## config.mk

```make
export PLATFORM = sky130hd
export DESIGN_NAME = instruction_fetch_unit
export DESIGN_NICKNAME = d
export VERILOG_FILES = /design/src/rtl/instruction_fetch_unit.sv
export SDC_FILE = /design/constraint.sdc
export NUM_CORES = 1
export LEC_CHECK = 0
export ABC_AREA = 1
export CORE_ASPECT_RATIO = 1.4
export CORE_MARGIN = 3
export CORE_UTILIZATION = 39
export CTS_CLUSTER_SIZE = 12
export DETAILED_ROUTE_END_ITERATION = 10
export HOLD_SLACK_MARGIN = 0.05
export PLACE_DENSITY = 0.92
export SETUP_SLACK_MARGIN = 0.05
export SLEW_MARGIN = 25
export SYNTH_ARGS = -nofsm -noshare
export SYNTH_HDL_FRONTEND = slang
export SYNTH_SLANG_ARGS = --single-unit
```

## constraint.sdc

```tcl
create_clock -name i_clk -period 1.4 [get_ports i_clk]
set_input_delay 0.21 -clock i_clk [delete_from_list [all_inputs] [get_ports i_clk]]
set_output_delay 0.21 -clock i_clk [all_outputs]
set_load 0.03 [all_outputs]
```

## src/rtl/instruction_fetch_unit.sv

```systemverilog
// ----------------------------------------------------------------------------
// instruction_fetch_unit
//   Owns the PC and drives the address of a synchronous-read instruction
//   memory (data returns one clock after the address). Each returned word is
//   tagged with the PC it came from and presented to decode with a valid flag.
//   Decode back-pressure holds the presented word. A downstream-resolved
//   branch/jump redirect kills the presented word and reloads the PC.
//
// Ports
//   i_clk              rising-edge clock
//   i_rst              synchronous active-high reset
//   i_stall            decode cannot accept the presented word
//   i_redirect_valid   one-cycle pulse: taken branch/jump
//   i_redirect_target  new PC when i_redirect_valid
//   o_imem_addr        address to instruction memory (combinational)
//   i_imem_data        memory read data, registered inside the memory
//   o_if_valid         o_if_instr/o_if_pc hold a live instruction
//   o_if_instr         instruction word (passes i_imem_data straight through)
//   o_if_pc            address o_if_instr was fetched from
//   o_fetch_count      accepted instructions, wraps at 2**CNT_W
// ----------------------------------------------------------------------------
module instruction_fetch_unit #(
    parameter int                 ADDR_W   = 8,
    parameter int                 DATA_W   = 32,
    parameter logic [ADDR_W-1:0]  RESET_PC = '0,
    parameter int                 CNT_W    = 16
) (
    input  logic              i_clk,
    input  logic              i_rst,
    input  logic              i_stall,
    input  logic              i_redirect_valid,
    input  logic [ADDR_W-1:0] i_redirect_target,
    output logic [ADDR_W-1:0] o_imem_addr,
    input  logic [DATA_W-1:0] i_imem_data,
    output logic              o_if_valid,
    output logic [DATA_W-1:0] o_if_instr,
    output logic [ADDR_W-1:0] o_if_pc,
    output logic [CNT_W-1:0]  o_fetch_count
);

    logic [ADDR_W-1:0] r_fetch_pc;
    logic [ADDR_W-1:0] r_out_pc;
    logic              r_out_valid;
    logic [CNT_W-1:0]  r_fetch_count;

    logic              w_hold;
    logic              w_accept;

    // A live word under stall is held by re-reading its own address, so the
    // memory output (and therefore o_if_instr) stays stable without a skid
    // buffer. A redirect in the same cycle overrides the hold.
    assign w_hold   = i_stall & r_out_valid & ~i_redirect_valid;
    assign w_accept = r_out_valid & ~i_stall & ~i_redirect_valid;

    assign o_imem_addr   = w_hold ? r_out_pc : r_fetch_pc;
    assign o_if_valid    = r_out_valid;
    assign o_if_pc       = r_out_pc;
    assign o_if_instr    = i_imem_data;
    assign o_fetch_count = r_fetch_count;

    // Priority: reset, then flush on redirect, then hold, then run. A stall
    // seen while nothing is valid is a bubble and does not hold the pipe.
    always_ff @(posedge i_clk) begin
        if (i_rst) begin
            r_fetch_pc  <= RESET_PC;
            r_out_pc    <= '0;
            r_out_valid <= 1'b0;
        end else if (i_redirect_valid) begin
            r_fetch_pc  <= i_redirect_target;
            r_out_valid <= 1'b0;
        end else if (!w_hold) begin
            r_out_pc    <= r_fetch_pc;
            r_out_valid <= 1'b1;
            r_fetch_pc  <= r_fetch_pc + ADDR_W'(1);
        end
    end

    always_ff @(posedge i_clk) begin
        if (i_rst) begin
            r_fetch_count <= '0;
        end else if (w_accept) begin
            r_fetch_count <= r_fetch_count + CNT_W'(1);
        end
    end

endmodule

```

==> results of run 1 <==
==> registers in the layout, summed over array words and instances (netlist names) <==
name,cells
o_if_valid,1
o_fetch_count,16
r_fetch_pc,8
o_if_pc,8
==> cell usage after synthesis <==
library cell and n:
a211oi_1 3, a21oi_1 20, a21oi_2 1, a31oi_1 1, and3_1 2, buf_4 32, buf_6 2, clkbuf_1 6
dfxtp_1 33, ha_1 2, inv_1 36, inv_4 2, nand2_1 50, nand2_4 1, nand3_1 13, nand3_4 1
nand4_1 4, nor2_1 39, nor2_2 2, nor2_4 2, nor2_8 1, nor3_1 3, o211ai_1 1, o21ai_0 15
o21ai_1 10, o21ai_2 3, o22ai_1 1, xor2_1 1
==> timing repair <==
item	4_1_cts	5_1_grt
endpoints found under the setup margin	50	21
pin swaps	2	4
resized for setup	50	26
setup buffers	4	6
gates cloned	1	0
==> placed cells by master, fill, tap and decap left out, types with 7 or more instances in the layout <==
cell | Yosys | routed
buf_4 | 32 | 28
clkdlybuf4s50_1 | 0 | 9
nand3_1 | 13 | 13
dlygate4sd2_1 | 0 | 25
dfxtp_2 | 0 | 9
clkbuf_8 | 0 | 7
a21oi_1 | 20 | 19
o21ai_0 | 15 | 13
dfxtp_1 | 33 | 22
nand2_1 | 50 | 45
buf_6 | 2 | 9
nor2_1 | 39 | 34
inv_1 | 36 | 34
o21ai_1 | 10 | 7
==> logic make-up after synthesis <==
| family | count (synthesis) | share of synthesized area, % |
|---|---|---|
| AO/OA/AOI/OAI | 55 | 15.4 |
| buffers and inverters | 78 | 22.0 |
| AND/OR/NAND/NOR | 118 | 27.2 |
| adder cells (fa/ha/maj) | 2 | 1.27 |
| flip-flops | 33 | 33.6 |
| XOR/XNOR | 1 | 0.446 |
==> metal layers <==
metal / up-vias / track usage [%] / share of wire [%]
met1: 884 / 18.6 / 37
met3: 33 / 4.49 / 5.9
met5: - / 0 / 0
met4: 0 / 12.9 / 6.0
met2: 78 / 30.3 / 51
li1: 964 / - / -
==> worst max-delay path, stage by stage (launching register included) <==
cell and delay [ns]:
dfxtp_4 0.38, nand2_8 0.07, buf_4 0.14, nor2_4 0.18
o21ai_1 0.09, buf_4 0.17
==> power groups by stage <==
stage,clock network (mW),logic (mW),registers [mW]
finish,0.798,0.430,1.01
global route,0.855,0.464,1.02
CTS,0.817,0.405,1.01
detailed placement,0,0.375,1.03
global placement,0,0.367,1.03
floorplan,0,0.361,1.06
==> worst paths after layout <==
| check | from | to | slack (ns) |
|---|---|---|---|
| worst max-delay path | o_if_valid$_SDFFE_PP0N_ | o_imem_addr[6] | -0.12 |
| worst min-delay path | i_imem_data[18] | o_if_instr[18] | 0.42 |
| worst max register to register | o_if_valid$_SDFFE_PP0N_ | o_fetch_count[3]$_SDFFE_PP0P_ | 0.06 |
| worst min register to register | o_fetch_count[3]$_SDFFE_PP0P_ | o_fetch_count[3]$_SDFFE_PP0P_ | 0.46 |
==> cell type report <==
class | count | area, µm²
clock inverter | 1 | 5.00
multi-input combinational | 177 | 995
clock buffer | 7 | 96.3
fill | 411 | 2040
tap | 62 | 77.6
timing repair buffer | 73 | 636
inverter | 38 | 155
sequential | 33 | 679
==> flow_summary.ini, run 1 <==
[outcome]
status = finished with violations
failed_checks = negative setup slack

[power]
p_clk_share_pct = 35.6
p_int_mw = 1.60
seq_power_share_pct = 45.2
power_switching_mw = 0.643
p_per_area_mw_per_mm2 = 847
ir_drop_v = 0.000555
power_frac_comb_pct = 19.2
total_power_mw = 2.24
leakagePower_nw = 1.23
sw_frac_of_total_pct = 28.7

[logic_synthesis]
avgSynthCellArea_um2 = 6.85
yosysTopAreaCell = dfxtp_1
ys_warn_count = 0
synth-seq-cells = 33
synth_cells = 287
synth_top_cell_area_share_pct = 33.6
synth.top_cells.by_area = dfxtp_1 34%, buf_4 12%, nand2_1 9.5%, nor2_1 7.4%, inv_1 6.9%
synth_seq_area_share_pct = 33.6
syn-num-nets = 333
netlist_area_mm2 = 0.00197
synth_cell_type_count = 28

[timing]
setup_slack_ns = -0.123
hold-worst-slack_ns = 0.420
worst_pin_slew_ns = 0.449
fin_skew_ns = 0.00589
final.period_utilization_pct = 109
drv_slew = 0
slew_headroom_pct = 70.0
rsz0062_at_grt = yes
setup-tns-final_ns = -0.756
final-hold-violation-count = 0
max_freq_mhz = 656
period_needed_ns = 1.52
finalSetupViolCount = 8

[routing]
dr.pass1.iters = 4
drt_iter0_markers = 205
drc_errors = 0
vias = 1959
wirelength_um = 5480
final_antenna_net_count = 0
wire_per_inst_um = 14.0
viasPerCell = 5.01

[clock_tree]
cts_tree = built
clk_pin_slew_ns = 0.07
clk_latency_ns = 0.28
cts_buffer_depth = 2
cts_htree_levels = 2
numCtsBuffers = 5
numClockSinks = 33
cts-root-buf = clkbuf_8
hold_buffers = 0

[floorplan]
core.rowCount = 29
start_util_pct = 42.0
die_area_mm2 = 0.00594
die_w_um = 66
io_pins = 109
design.core.area_mm2 = 0.00468
die_h_um = 90

[worst_hold_path]
holdPathStages = 0
hold_path_class = in2out

[placed_design]
dp_hpwl_um = 3540
io_buffers = 44
dp.cells = 373
post-place-ws_ns = -0.375
place_area_mm2 = 0.00235
gp_congestion = 0.850

[flow_run]
cap_violations = 0

[global_route]
grt_pass1_wl_um = 8400
grt_max_degree = 23
grt_use_total_pct = 17.9
overflow = 0
antenna_found_initial = 0
grt_pass1_vias = 1857

[worst_setup_path]
cp-end-kind = output pin
cp.arrival_ns = 1.31
path_class = reg2out
critPathRequiredTime_ns = 1.19
reg2regPathDepth = 7
critPathMaxFanout = 5
worstSetupStartpointType = flip-flop

[final_layout]
drive_above_1_share_pct = 28.0
fin_area_mm2 = 0.00264
synthToLayoutAreaGrowth_pct = 34.5
utilization_pct = 56.5
final_cells = 391
nets = 374
num_antenna_cells = 0
(Power assumes the default switching activity.)
==> run 2: changes to the inputs <==
CTS_CLUSTER_SIZE = 24   (was 12)
==> results of run 2 <==
The final DEF is identical to that of run 1; final timing and power are the same.
